File: src/rtl/fifo_wr_arbiter.sv
// fifo_wr_arbiter: round-robin burst arbiter sharing one FIFO write port among N producers
module fifo_wr_arbiter #(
   parameter int N = 4,
   parameter int DWIDTH = 32,
   parameter int BURST_LEN = 4,
   localparam int IDW = $clog2(N)
) (
   input  logic                  clk,
   input  logic                  rst,
   input  logic [N-1:0]          req_valid,
   input  logic [N-1:0]          req_last,
   input  logic [N*DWIDTH-1:0]   req_data,
   output logic [N-1:0]          req_ready,
   output logic [DWIDTH-1:0]     fifo_din,
   output logic                  fifo_wen,
   input  logic                  fifo_full,
   output logic [IDW-1:0]        grant_id,
   output logic                  busy
);
   localparam int CW = $clog2(BURST_LEN + 1);
   typedef enum logic {IDLE, BURST} state_t;
   state_t state_q, state_d;
   logic [IDW-1:0] rr_ptr_q, rr_ptr_d, owner_q, owner_d, win, owner_nxt;
   logic [CW-1:0] beat_cnt_q, beat_cnt_d;
   logic [DWIDTH-1:0] data_a [N];
   logic found, xfer, rel;
   for (genvar i = 0; i < N; i++) begin : g_slice
      assign data_a[i] = req_data[i*DWIDTH +: DWIDTH];
   end
   assign xfer = state_q == BURST && req_valid[owner_q] && !fifo_full;
   assign rel = state_q == BURST && (!req_valid[owner_q] ||
                (xfer && (beat_cnt_q == CW'(BURST_LEN - 1) || req_last[owner_q])));
   assign owner_nxt = owner_q == IDW'(N - 1) ? '0 : owner_q + 1'b1;
   // round-robin scan starting at rr_ptr, wrapping explicitly at N
   always_comb begin
      logic [IDW:0] sum;
      logic [IDW:0] ix;
      found = 1'b0;
      win = '0;
      sum = '0;
      ix = '0;
      for (int k = 0; k < N; k++) begin
         sum = {1'b0, rr_ptr_q} + (IDW+1)'(k);
         ix = sum >= (IDW+1)'(N) ? sum - (IDW+1)'(N) : sum;
         if (!found && req_valid[ix[IDW-1:0]]) begin
            found = 1'b1;
            win = ix[IDW-1:0];
         end
      end
   end
   // state register
   always_ff @(posedge clk) begin
      if (rst) begin
         state_q <= IDLE;
         rr_ptr_q <= '0;
         owner_q <= '0;
         beat_cnt_q <= '0;
      end else begin
         state_q <= state_d;
         rr_ptr_q <= rr_ptr_d;
         owner_q <= owner_d;
         beat_cnt_q <= beat_cnt_d;
      end
   end
   // next state: grant in IDLE, count beats and release in BURST
   always_comb begin
      state_d = state_q;
      rr_ptr_d = rr_ptr_q;
      owner_d = owner_q;
      beat_cnt_d = beat_cnt_q;
      if (state_q == IDLE) begin
         if (found) begin
            state_d = BURST;
            owner_d = win;
            beat_cnt_d = '0;
         end
      end else begin
         beat_cnt_d = xfer ? beat_cnt_q + 1'b1 : beat_cnt_q;
         if (rel) begin
            state_d = IDLE;
            rr_ptr_d = owner_nxt;
         end
      end
   end
   // outputs: write path is combinational and suppressed while rst is high
   always_comb begin
      req_ready = (xfer && !rst) ? N'(1) << owner_q : '0;
      fifo_wen = xfer && !rst;
      fifo_din = (state_q == BURST && !rst) ? data_a[owner_q] : '0;
      busy = state_q == BURST && !rst;
      grant_id = owner_q;
   end
endmodule

File: config.mk
export PLATFORM = sky130hd
export DESIGN_NAME = fifo_wr_arbiter
export DESIGN_NICKNAME = d
export VERILOG_FILES = /design/src/rtl/fifo_wr_arbiter.sv
export SDC_FILE = /design/constraint.sdc
export NUM_CORES = 1
export LEC_CHECK = 0
export BUFFER_PORTS_ARGS = -buffer_cell sky130_fd_sc_hd__buf_4
export CAP_MARGIN = 10
export CORE_AREA = 2 2 69 71
export CTS_CLUSTER_DIAMETER = 150
export DETAILED_ROUTE_END_ITERATION = 6
export DIE_AREA = 0 0 71 73
export PLACE_DENSITY_LB_ADDON = 0.12
export SLEW_MARGIN = 40
export SYNTH_ARGS = -nofsm -noshare
export SYNTH_HDL_FRONTEND = slang
export SYNTH_SLANG_ARGS = --single-unit
File: constraint.sdc
create_clock -name clk -period 4.1 [get_ports clk]
set_input_delay 0.205 -clock clk [delete_from_list [all_inputs] [get_ports clk]]
set_output_delay 0.205 -clock clk [all_outputs]
set_load 0.01 [all_outputs]
* After elaboration in Yosys (flattened, before gate mapping) *
Index checks and enable logic that the tools add are counted.

cells by class
  $add $sub $neg = 9
  magnitude comparators = 10
  equality and inequality tests = 3
  shift-type cells = 1
  multiplexer cells = 36
  bitwise logic cells = 2
  reductions and logical operators = 21

operators by type and width
  operator                                                                  count
  32-bit two-way mux                                                        3
  32-bit binary-select mux with 2-bit select                                1
  2-bit two-way mux                                                         9
  2-bit by 3-bit < comparator with 1-bit output (second input constant)     5
  1-bit two-way mux                                                         13
  1-bit binary-select mux with 2-bit select                                 6
  3-bit >= comparator (second input constant)                               4
  1-bit logical AND                                                         9
  3-bit two-way mux                                                         3
  2-bit by 1-bit subtractor with 2-bit output (second input constant)       4
  2-bit by 2-bit adder with 3-bit output (second input constant)            2
  1-bit logical NOT                                                         6
  2-bit AND reduction                                                       3
  4-bit two-way mux                                                         1
  1-bit by 2-bit left shift with 4-bit output (first input constant)        1
  2-bit by 1-bit adder with 3-bit output (second input constant)            1
  3-bit by 1-bit adder with 3-bit output (second input constant)            1
  3-bit by 2-bit == test with 1-bit output (second input constant)          1
  2-bit by 3-bit >= comparator with 1-bit output (second input constant)    1
  2-bit inverter with 3-bit output                                          1
  2-bit by 1-bit adder with 2-bit output (second input constant)            1
  2-bit == test (second input constant)                                     1
  1-bit logical OR                                                          2
  2-bit by 1-bit inequality test with 1-bit output (second input constant)  1
  other kinds (2)                                                           2

storage, ports and cells
  register bits after elaboration = 8
  input port bits = 139
  output and inout port bits = 40
  logic and storage cells = 86

* Longest topological paths before layout *
Gate-level depths: netlist of run 1.

  depth after elaboration = 16
  gate-level depth with buffers = 6
  mapped depth without buffers = 6

* Worst setup path before layout of run 1 *
Ideal clock, no wire load.

  path kind = flip-flop to output port
  start point = register owner_q[0], in the netlist grant_id[0]
  end point = output fifo_din[21]
  data arrival time = 1.567 ns
  required time = 3.895 ns
  path slack = 2.328 ns
  cell stages (with the launch flop) = 5
  buffers on the path = 2
  path through = dfxtp_1 > buf_6 > buf_2 > mux4_2 > nor2b_1

on the way
  cells in the longest elaborated chain, start to end = 5

RTL lines
  element                                                 RTL line  source
  start, declared                                         23        logic [IDW-1:0] rr_ptr_q, rr_ptr_d, owner_q, owner_d, win, owner_nxt;
  start signal, assigned                                  61        owner_q <= owner_d;
  2-bit inverter with 3-bit output (implied by the code)  89        fifo_din = (state_q == BURST && !rst) ? data_a[owner_q] : '0;
  32-bit binary-select mux with 2-bit select              89
  32-bit two-way mux (implied by the code) (2 in series)  89
  32-bit two-way mux                                      89
  end, declared                                           14        output logic [DWIDTH-1:0] fifo_din,

No other way between the ends. The select of a mux whose other input is x is not followed.

* Worst setup path after layout of run 1 *
  start point = register owner_q[0], in the netlist grant_id[0]
  end point = output req_ready[0]

on the way
  cells in the longest elaborated chain, start to end = 6
  elaborated cells between the ends (all ways) = 7
  classes of those cells = shift: 1; mux: 3; reduce/logical: 3

RTL lines
  element                                    RTL line  source
  1-bit binary-select mux with 2-bit select  30        assign xfer = state_q == BURST && req_valid[owner_q] && !fifo_full;
  1-bit two-way mux (implied by the code)    30
  1-bit logical AND (2 in series)            30
  1-bit logical AND                          87        req_ready = (xfer && !rst) ? N'(1) << owner_q : '0;
  4-bit two-way mux (*)                      87
  end, declared                              13        output logic [N-1:0] req_ready,

Mark *: on every way between the ends. The rest lies on a longest branch, timed or not. The select of a mux whose other input is x is not followed.

==> results of run 1 <==
## synth_stat cells, types with 2 or more instances
cell	instances	area, um^2
buf_2	4	20.0
a21oi_1	6	30.0
mux2i_1	4	40.0
inv_1	5	18.8
nand2_1	3	11.3
clkbuf_1	5	18.8
nor2b_1	34	213
mux4_2	32	721
nor3_1	2	10.0
nand2b_1	3	18.8
and2_1	4	25.0
nand4b_1	3	26.3
buf_4	2	15.0
ha_1	6	75.1
nor2_1	4	15.0
dfxtp_1	8	160
nor3b_1	2	15.0
o31ai_1	2	15.0
## cells by family after synthesis
kind of cell / count (synthesis) / share of synthesized area [%]
DFF: 8 / 10.2
and+or+nand+nor: 60 / 23.3
adders and majority gates: 6 / 4.78
AOI/OAI and AO/OA: 12 / 5.26
buffers and inverters: 18 / 5.58
muxes: 38 / 50.8
## per-layer routing
| metal | track usage (%) | share of wire, % | up-vias |
|---|---|---|---|
| met5 | 0 | 0 | - |
| met4 | 3.35 | 0.97 | 0 |
| met3 | 4.42 | 6.7 | 6 |
| met2 | 41.8 | 56 | 85 |
| met1 | 27.6 | 37 | 897 |
| li1 | - | - | 894 |
## power by group through the flow
| stage | clock network, mW | registers [mW] | logic [mW] |
|---|---|---|---|
| floorplan | 0 | 0.0897 | 0.154 |
| global placement | 0 | 0.108 | 0.279 |
| detailed placement | 0 | 0.108 | 0.283 |
| CTS | 0.0994 | 0.107 | 0.284 |
| global route | 0.103 | 0.109 | 0.302 |
| finish | 0.0954 | 0.106 | 0.282 |
## flip-flops by register name, indices dropped and copies added, names as in the netlist
register and cells:
beat_cnt_q 3, grant_id 2, state_q 1, rr_ptr_q 2
## worst max-delay path by stage
stage	slack [ps]	depth (start not counted)	end	start
after floorplan	2330	4	fifo_din[21]	grant_id[0]
after global placement	1770	4	fifo_din[22]	grant_id[0]
after detailed placement	1730	4	req_ready[0]	grant_id[0]
after CTS	1470	4	req_ready[0]	grant_id[0]
after global routing	1300	4	req_ready[3]	grant_id[0]
final	1520	4	req_ready[0]	grant_id[0]
## area by class of cell
cell class | count | area (um^2) | share of cell area (%)
multi-input combinational | 116 | 1320 | 44.6
timing repair buffer | 180 | 1350 | 45.6
tap | 54 | 67.6 | 2.28
sequential | 8 | 165 | 5.57
clock buffer | 3 | 41.3 | 1.39
inverter | 5 | 18.8 | 0.633
## metrics by stage
step	cell area [um^2]	power [mW]
3_3_place_gp	2920	0.386
4_1_cts	2960	0.490
5_1_grt	2970	0.514
6_report	2970	0.483
3_5_place_dp	2920	0.391
2_1_floorplan	1570	0.244
==> run_results.csv, run 1 <==
group,metric,value,unit
status,status,"finished, final reports clean",
worst_setup_path,critPathRequiredTime,3890,ps
clocking,ctsHtreeMaxLevel,1,
yosys,syn-mean-instance-area,11.1,um^2
final_layout,syn_to_final_growth,88.9,%
power,pwr-share-comb,58.3,%
power,power_frac_seq,21.9,%
worst_setup_path,worstSetupEndpointType,"output pin",
placed_design,dp_hpwl,5180,um
power,powerDensity,163,mW/mm^2
drt,drt_iter0_markers,86,
yosys,netlist_area,0.00157,mm^2
worst_setup_path,crit_fanout,23,
timing,tightestPinTransition,741,ps
drt,drt-pass1-iter-count,4,
clocking,clk_pin_slew_worst_paths,40,ps
clocking,cts_tree,"built",
yosys,yosysSeqAreaShare,10.2,%
final_layout,instances_no_fill,366,
final_layout,fillers,385,
clocking,cts.repair.resized,0,
worst_setup_path,cp-start-kind,"register",
timing,hold_viol,0,
drt,postRouteAntennaNets,0,
placed_design,numPortBuffers,178,
clocking,cts-buffers-inserted,3,
final_layout,final_cell_mix,"buf_4, nor2b_1, mux4_2",
power,p_clk_share,19.8,%
yosys,async_reset_ff_share,0,%
flow_run,cap_violations,0,
global_routing,overflow,0,
timing,layout_min_cycle_time,2580,ps
final_layout,drive_gt1_share,70.2,%
clocking,post_cts_buffers,0,
timing,finalSetupViolCount,0,
floorplanning,rows,25,
placed_design,dp.cells,363,
placed_design,gp_congestion,0.872,
clocking,clockBufferDepth,2,
worst_setup_path,ff2ff_path_depth,3,
worst_setup_path,rrSetupSlack,1860,ps
clocking,clock_sink_count,8,
timing,max_freq,387,MHz
final_layout,antennaDiodeCount,0,
drt,wl,6260,um
final_layout,layout_commonest_cell,"buf_4",
yosys,synth_warnings,0,
placed_design,pre_cts_ws,1730,ps
power,switching_share,28.3,%
worst_setup_path,reg2reg_from,"grant_id[0]",
worst_setup_path,max_stage_delay,800,ps
min_path,whs_endpoint,"grant_id[1]",
global_routing,grt_pass1_vias,1766,
yosys,synth-edff-count,0,
worst_setup_path,critPathArrivalTime,2380,ps
floorplanning,design.die.area,0.00518,mm^2
final_layout,nNetsFinal,459,
floorplanning,core_area,0.00454,mm^2
global_routing,grt_pass1_wl,9190,um
final_layout,post-route-util,65.4,%
power,power_switching,0.136,mW
floorplanning,ioPinCount,179,
timing,layout_setup_ws,1520,ps
floorplanning,initial_utilization,34.6,%
min_path,hold_depth,2,
timing,fin_skew,0.274,ps
yosys,synth-seq-cells,8,
worst_setup_path,reg2reg_to,"rr_ptr_q[0]",
drt,route.detailed.drc,0,
yosys,synth_ff_type,"dfxtp_1",
worst_setup_path,path_class,"reg -> out",
floorplanning,die_y,73,um
clocking,clk_latency,230,ps
power,p_int,0.346,mW
worst_setup_path,worst-path-buf-inv,1,
drt,vias_per_cell,5.14,
worst_setup_path,cp_top_family,"flip-flops",
floorplanning,fp.dieW,71,um
global_routing,antenna_found_initial,0,
global_routing,track_usage,22.5,%
min_path,hp-class,"in -> reg",
drt,wire_per_inst,17.1,um
power,p_leak,1.36,nW
timing,slew_violations,0,
yosys,synth_nets,287,
global_routing,grt_max_degree,41,
power,peakVddDrop,0.162,mV
timing,final.period_utilization,62.9,%
worst_setup_path,cp_cell_sequence,"mux4_1 -> nor3b_1 -> and2_1 -> buf_4",
timing,rsz0062_at_grt,"no",
drt,via_count,1882,
yosys,syn_inst,142,
timing,whs,223,ps
min_path,min_from,"rst",
yosys,synth_cell_types,31,
worst_setup_path,critical-path-slowest-cell,"dfxtp_2",
timing,setup_tns,0,ps
clocking,clockRootBuffer,"clkbuf_8",
timing,max-slew-margin-rel,50.6,%
clocking,hold_buffers,0,
No activity file was read; power rests on OpenSTA's default activity.
==> run 2, diff against run 1 <==
--- a/config.mk
+++ b/config.mk
@@ -7,10 +7,9 @@
 export LEC_CHECK = 0
 export BUFFER_PORTS_ARGS = -buffer_cell sky130_fd_sc_hd__buf_4
 export CAP_MARGIN = 10
-export CORE_AREA = 2 2 69 71
+export CORE_UTILIZATION = 35
 export CTS_CLUSTER_DIAMETER = 150
 export DETAILED_ROUTE_END_ITERATION = 6
-export DIE_AREA = 0 0 71 73
 export PLACE_DENSITY_LB_ADDON = 0.12
 export SLEW_MARGIN = 40
 export SYNTH_ARGS = -nofsm -noshare
==> constraint.sdc (replaced) <==
create_clock -name clk -period 2.4 [get_ports clk]
set_input_delay 0.12 -clock clk [delete_from_list [all_inputs] [get_ports clk]]
set_output_delay 0.12 -clock clk [all_outputs]
set_load 0.01 [all_outputs]
==> run_results.csv, run 2 (synthesis results as in run 1) <==
group,metric,value,unit
power,p_leak,1.37,nW
floorplanning,die_y,69.0,um
final_layout,drive_gt1_share,70.5,%
placed_design,placed_cell_area,0.00294,mm^2
clocking,clk_latency,230,ps
drt,via_count,1860,
drt,wire_per_inst,17.5,um
timing,slew_violations,0,
floorplanning,initial_utilization,37.9,%
drt,route.detailed.drc,0,
global_routing,grt_pass1_vias,1682,
global_routing,grt_pass1_wl,8290,um
final_layout,largest_reg_flops,3,
drt,wl,6390,um
clocking,clockBufferDepth,2,
clocking,cts-buffers-inserted,3,
floorplanning,design.die.area,0.00476,mm^2
power,powerDensity,279,mW/mm^2
timing,fin_skew,1.45,ps
placed_design,numPortBuffers,178,
final_layout,syn_to_final_growth,89.9,%
global_routing,grt_max_degree,34,
final_layout,regMostFlops,"beat_cnt_q",
clocking,post_cts_buffers,0,
timing,final.period_utilization,81.5,%
worst_setup_path,critPathArrivalTime,1840,ps
clocking,clk_pin_slew_worst_paths,40,ps
clocking,clock_sink_count,8,
final_layout,layout_commonest_cell,"buf_4",
clocking,hold_buffers,0,
drt,drt-pass1-iter-count,4,
timing,max_freq,511,MHz
global_routing,overflow,0,
status,status,"finished, final reports clean",
flow_run,cap_violations,0,
timing,rsz0062_at_grt,"no",
worst_setup_path,cp-start-kind,"register",
global_routing,antenna_found_initial,0,
clocking,ctsHtreeMaxLevel,1,
floorplanning,fp.dieW,69.0,um
clocking,cts_tree,"built",
worst_setup_path,path_class,"reg -> out",
power,peakVddDrop,0.290,mV
worst_setup_path,critPathRequiredTime,2280,ps
timing,layout_min_cycle_time,1960,ps
worst_setup_path,worstSetupEndpointType,"output pin",
clocking,clockRootBuffer,"clkbuf_8",
worst_setup_path,rrSetupSlack,620,ps
floorplanning,rows,23,
drt,vias_per_cell,5.10,
drt,postRouteAntennaNets,0,
drt,drt_iter0_markers,66,
final_layout,nNetsFinal,462,
timing,tightestPinTransition,428,ps
floorplanning,ioPinCount,179,
timing,setup_tns,0,ps
floorplanning,core_area,0.00414,mm^2
placed_design,gp_congestion,0.846,
worst_setup_path,crit_fanout,8,
global_routing,track_usage,23.7,%
timing,max-slew-margin-rel,71.4,%
placed_design,dp_hpwl,5310,um
timing,hold_viol,0,
final_layout,final_cell_area,0.00298,mm^2
clocking,cts.repair.resized,0,
min_path,hp-class,"in -> reg",
final_layout,final_cell_mix,"buf_4, nor2b_1, mux4_2",
timing,finalSetupViolCount,0,
final_layout,antennaDiodeCount,0,
run 2: cell types whose count changed in the layout (fill, tap and decap cells not counted):
cell     delta
buf_4       +3
dfxtp_2     +1
dfxtp_4     -1
run 2: critical path: stages, from the launching register on:
cell and delay, ps:
dfxtp_2 430, mux4_1 650, nor3b_1 210, and2_1 170, buf_4 140
run 2: layout make-up:
cell class,instances,area (um^2)
timing repair buffer,183,1370
multi-input combinational,116,1320
fill,325,1160
sequential,8,163
tap,50,62.6
clock buffer,3,41.3
inverter,5,18.8
run 2: power breakdown:
group | internal [mW] | total (mW) | switching [mW]
Clock | 0.109 | 0.163 | 0.0540
Sequential | 0.143 | 0.158 | 0.0150
Combinational | 0.345 | 0.511 | 0.166
Total | 0.597 | 0.832 | 0.235
run 2: final timing paths:
kind / end / from / cells past startpoint
hold / removal: grant_id[0] / rst / 2
setup reg to reg: rr_ptr_q[0] / grant_id[0] / 3
hold reg to reg: beat_cnt_q[1] / beat_cnt_q[1] / 2
setup / recovery: req_ready[1] / grant_id[0] / 4
run 2: stage by stage:
stage / hold slack (ps) / util, % / setup slack (ps) / std cells / power, mW
after detailed placement: 378 / 71.0 / 635 / 362 / 0.673
after floorplan: 304 / - / 673 / 142 / 0.416
final: 133 / 72.0 / 444 / 365 / 0.832
after global routing: 159 / 72.0 / 323 / 365 / 0.883
after CTS: 137 / 72.0 / 438 / 365 / 0.837
after global placement: 373 / 71.0 / 649 / 362 / 0.663
run 2: metal layers:
metal / global-route usage (%) / share of wire (%)
met3: 5.10 / 8.9
met4: 5.61 / 1.7
met2: 44.1 / 55
met5: 0 / 0
met1: 27.3 / 35
==> run 3, diff against run 2 <==
--- a/config.mk
+++ b/config.mk
@@ -5,9 +5,10 @@
 export SDC_FILE = /design/constraint.sdc
 export NUM_CORES = 1
 export LEC_CHECK = 0
+export ABC_AREA = 1
 export BUFFER_PORTS_ARGS = -buffer_cell sky130_fd_sc_hd__buf_4
 export CAP_MARGIN = 10
-export CORE_UTILIZATION = 35
+export CORE_UTILIZATION = 38
 export CTS_CLUSTER_DIAMETER = 150
 export DETAILED_ROUTE_END_ITERATION = 6
 export PLACE_DENSITY_LB_ADDON = 0.12
==> constraint.sdc (replaced) <==
create_clock -name clk -period 1.8 [get_ports clk]
set_input_delay 0.09 -clock clk [delete_from_list [all_inputs] [get_ports clk]]
set_output_delay 0.09 -clock clk [all_outputs]
set_load 0.01 [all_outputs]
==> run_results.csv, run 3 <==
group,metric,value,unit
yosys,synth_top_area_share,27.0,%
drt,wl,8110,um
timing,rsz0062_at_grt,"yes",
worst_setup_path,path_class,"reg -> out",
min_path,min_from,"rst",
yosys,syn_inst,377,
clocking,hold_buffers,0,
timing,final.period_utilization,92.1,%
worst_setup_path,reg2reg_to,"grant_id[0]",
timing,slew_violations,0,
yosys,yosysSeqAreaShare,8.35,%
clocking,cts_tree,"built",
min_path,hp-class,"in -> reg",
placed_design,pre_cts_ws,234,ps
drt,postRouteAntennaNets,0,
final_layout,nNetsFinal,687,
worst_setup_path,critPathRequiredTime,1710,ps
drt,route.detailed.drc,0,
yosys,synth_warnings,0,
clocking,cts-buffers-inserted,3,
global_routing,grt_pass1_vias,2597,
final_layout,instances_no_fill,607,
power,peakVddDrop,1.00,mV
floorplanning,design.die.area,0.00534,mm^2
yosys,synth_cell_types,28,
drt,drt-pass1-iter-count,4,
floorplanning,ioPinCount,179,
clocking,clk_pin_slew_worst_paths,40,ps
worst_setup_path,reg2reg_from,"rr_ptr_q[0]",
final_layout,drive_gt1_share,40.9,%
final_layout,largest_reg_flops,3,
clocking,clock_sink_count,8,
worst_setup_path,cp-start-kind,"register",
floorplanning,fp.dieW,73.0,um
yosys,synth_most_common_cell,"nor2_1",
worst_setup_path,crit_fanout,16,
timing,max_freq,603,MHz
drt,vias_per_cell,5.01,
power,powerDensity,1150,mW/mm^2
timing,finalSetupViolCount,0,
placed_design,gp_congestion,0.904,
drt,drt_iter0_markers,219,
status,status,"finished, final reports clean",
global_routing,antenna_found_initial,0,
global_routing,overflow,0,
global_routing,track_usage,28.6,%
yosys,synth_ff_type,"dfxtp_1",
yosys,netlist_area,0.00192,mm^2
worst_setup_path,ff2ff_path_depth,11,
floorplanning,die_y,73.0,um
placed_design,dp_hpwl,6050,um
yosys,synth-edff-count,0,
final_layout,syn_to_final_growth,73.9,%
final_layout,antennaDiodeCount,0,
worst_setup_path,critPathArrivalTime,1570,ps
min_path,hold_depth,2,
timing,fin_skew,1.33,ps
clocking,post_cts_buffers,0,
power,p_leak,1.73,nW
floorplanning,core_area,0.00479,mm^2
clocking,ctsHtreeMaxLevel,1,
worst_setup_path,rrSetupSlack,200,ps
drt,via_count,3039,
yosys,synth_common_cells,"nor2_1, o21ai_0, a21oi_1",
timing,tightestPinTransition,423,ps
final_layout,regMostFlops,"beat_cnt_q",
clocking,clockBufferDepth,2,
final_layout,layout_commonest_cell,"buf_4",
min_path,whs_endpoint,"rr_ptr_q[1]",
yosys,synth_top_area_cell,"nor2_1",
timing,hold_viol,0,
yosys,synth.area.top_cells,"nor2_1, o21ai_0, a21oi_1",
placed_design,numPortBuffers,178,
floorplanning,rows,25,
yosys,syn-mean-instance-area,5.09,um^2
clocking,clockRootBuffer,"clkbuf_8",
worst_setup_path,worstSetupEndpointType,"output pin",
drt,wire_per_inst,13.4,um
flow_run,cap_violations,0,
placed_design,dp.cells,604,
final_layout,final_cell_mix,"buf_4, nor2_1, o21ai_0",
final_layout,fillers,444,
yosys,synth-seq-cells,8,
yosys,async_reset_ff_share,0,%
final_layout,post-route-util,69.7,%
floorplanning,initial_utilization,40.1,%
global_routing,grt_pass1_wl,12200,um
yosys,synth_nets,522,
timing,max-slew-margin-rel,71.8,%
clocking,clk_latency,240,ps
timing,layout_min_cycle_time,1660,ps
global_routing,grt_max_degree,41,
timing,layout_setup_ws,142,ps
[run 3: changes by cell type after synthesis, moves of 29 or more]
cell / delta
nor2_1: +134
o21ai_0: +68
nor2b_1: -34
mux4_2: -32
nand2_1: +30
a21oi_1: +29
[run 3: timing repair]
| action | 4_1_cts | 5_1_grt |
|---|---|---|
| endpoints found under the hold margin | 0 | 0 |
| endpoints found under the setup margin | 0 | 24 |
| gates resized for setup | 0 | 8 |
[run 3: layer usage]
metal	track usage (%)	vias up	wire (um)
met3	3.31	11	537
li1	-	1547	-
met2	51.3	107	4110
met5	0	-	0
met4	7.41	0	115
met1	35.9	1374	3340
[run 3: worst max path at each step]
stage,cells past startpoint,startpoint,endpoint
floorplan,7,grant_id[0],fifo_din[15]
global placement,8,grant_id[1],rr_ptr_q[0]
detailed placement,11,rr_ptr_q[0],grant_id[0]
CTS,6,grant_id[0],fifo_din[24]
global route,7,grant_id[1],req_ready[1]
finish,7,grant_id[1],req_ready[1]
[run 3: stage by stage]
stage	power [mW]	cell area (um^2)	setup TNS, ps	hold WS, ps
final	3.85	3340	0	50.8
after CTS	3.79	3310	0	51.8
after detailed placement	3.54	3270	0	300
after floorplan	2.60	1920	0	159
after global placement	3.46	3270	0	290
after global routing	4.27	3340	-6.60	60.1
[run 3: kinds of logic after synthesis]
logic type               share of synthesized area (%)
AO/OA/AOI/OAI                                     30.7
adder cells (fa/ha/maj)                           3.91
buffers and inverters                             11.4
flip-flops                                        8.35
AND/OR/NAND/NOR                                   45.6
[run 3: power by group]
| part | leakage (nW) | switching (mW) | internal (mW) |
|---|---|---|---|
| clock | 0.0216 | 0.0870 | 0.146 |
| sequential | 0.0663 | 0.100 | 0.239 |
| combinational | 1.64 | 1.96 | 1.31 |
[run 3: cell type report]
| class | instances | area [um^2] | area share [%] |
|---|---|---|---|
| multi-input combinational | 321 | 1540 | 46.1 |
| timing repair buffer | 186 | 1410 | 42.2 |
| sequential | 8 | 164 | 4.91 |
| inverter | 22 | 100 | 3.00 |
| tap | 67 | 83.8 | 2.51 |
| clock buffer | 3 | 41.3 | 1.24 |
[run 3: critical path, cell delays in order (launching register included)]
cell and delay, ps:
dfxtp_1 370, clkinv_4 150, nand3_1 130, nand2_2 80, nor3_4 180, nand2_2 140, nor2_1 130, buf_4 140
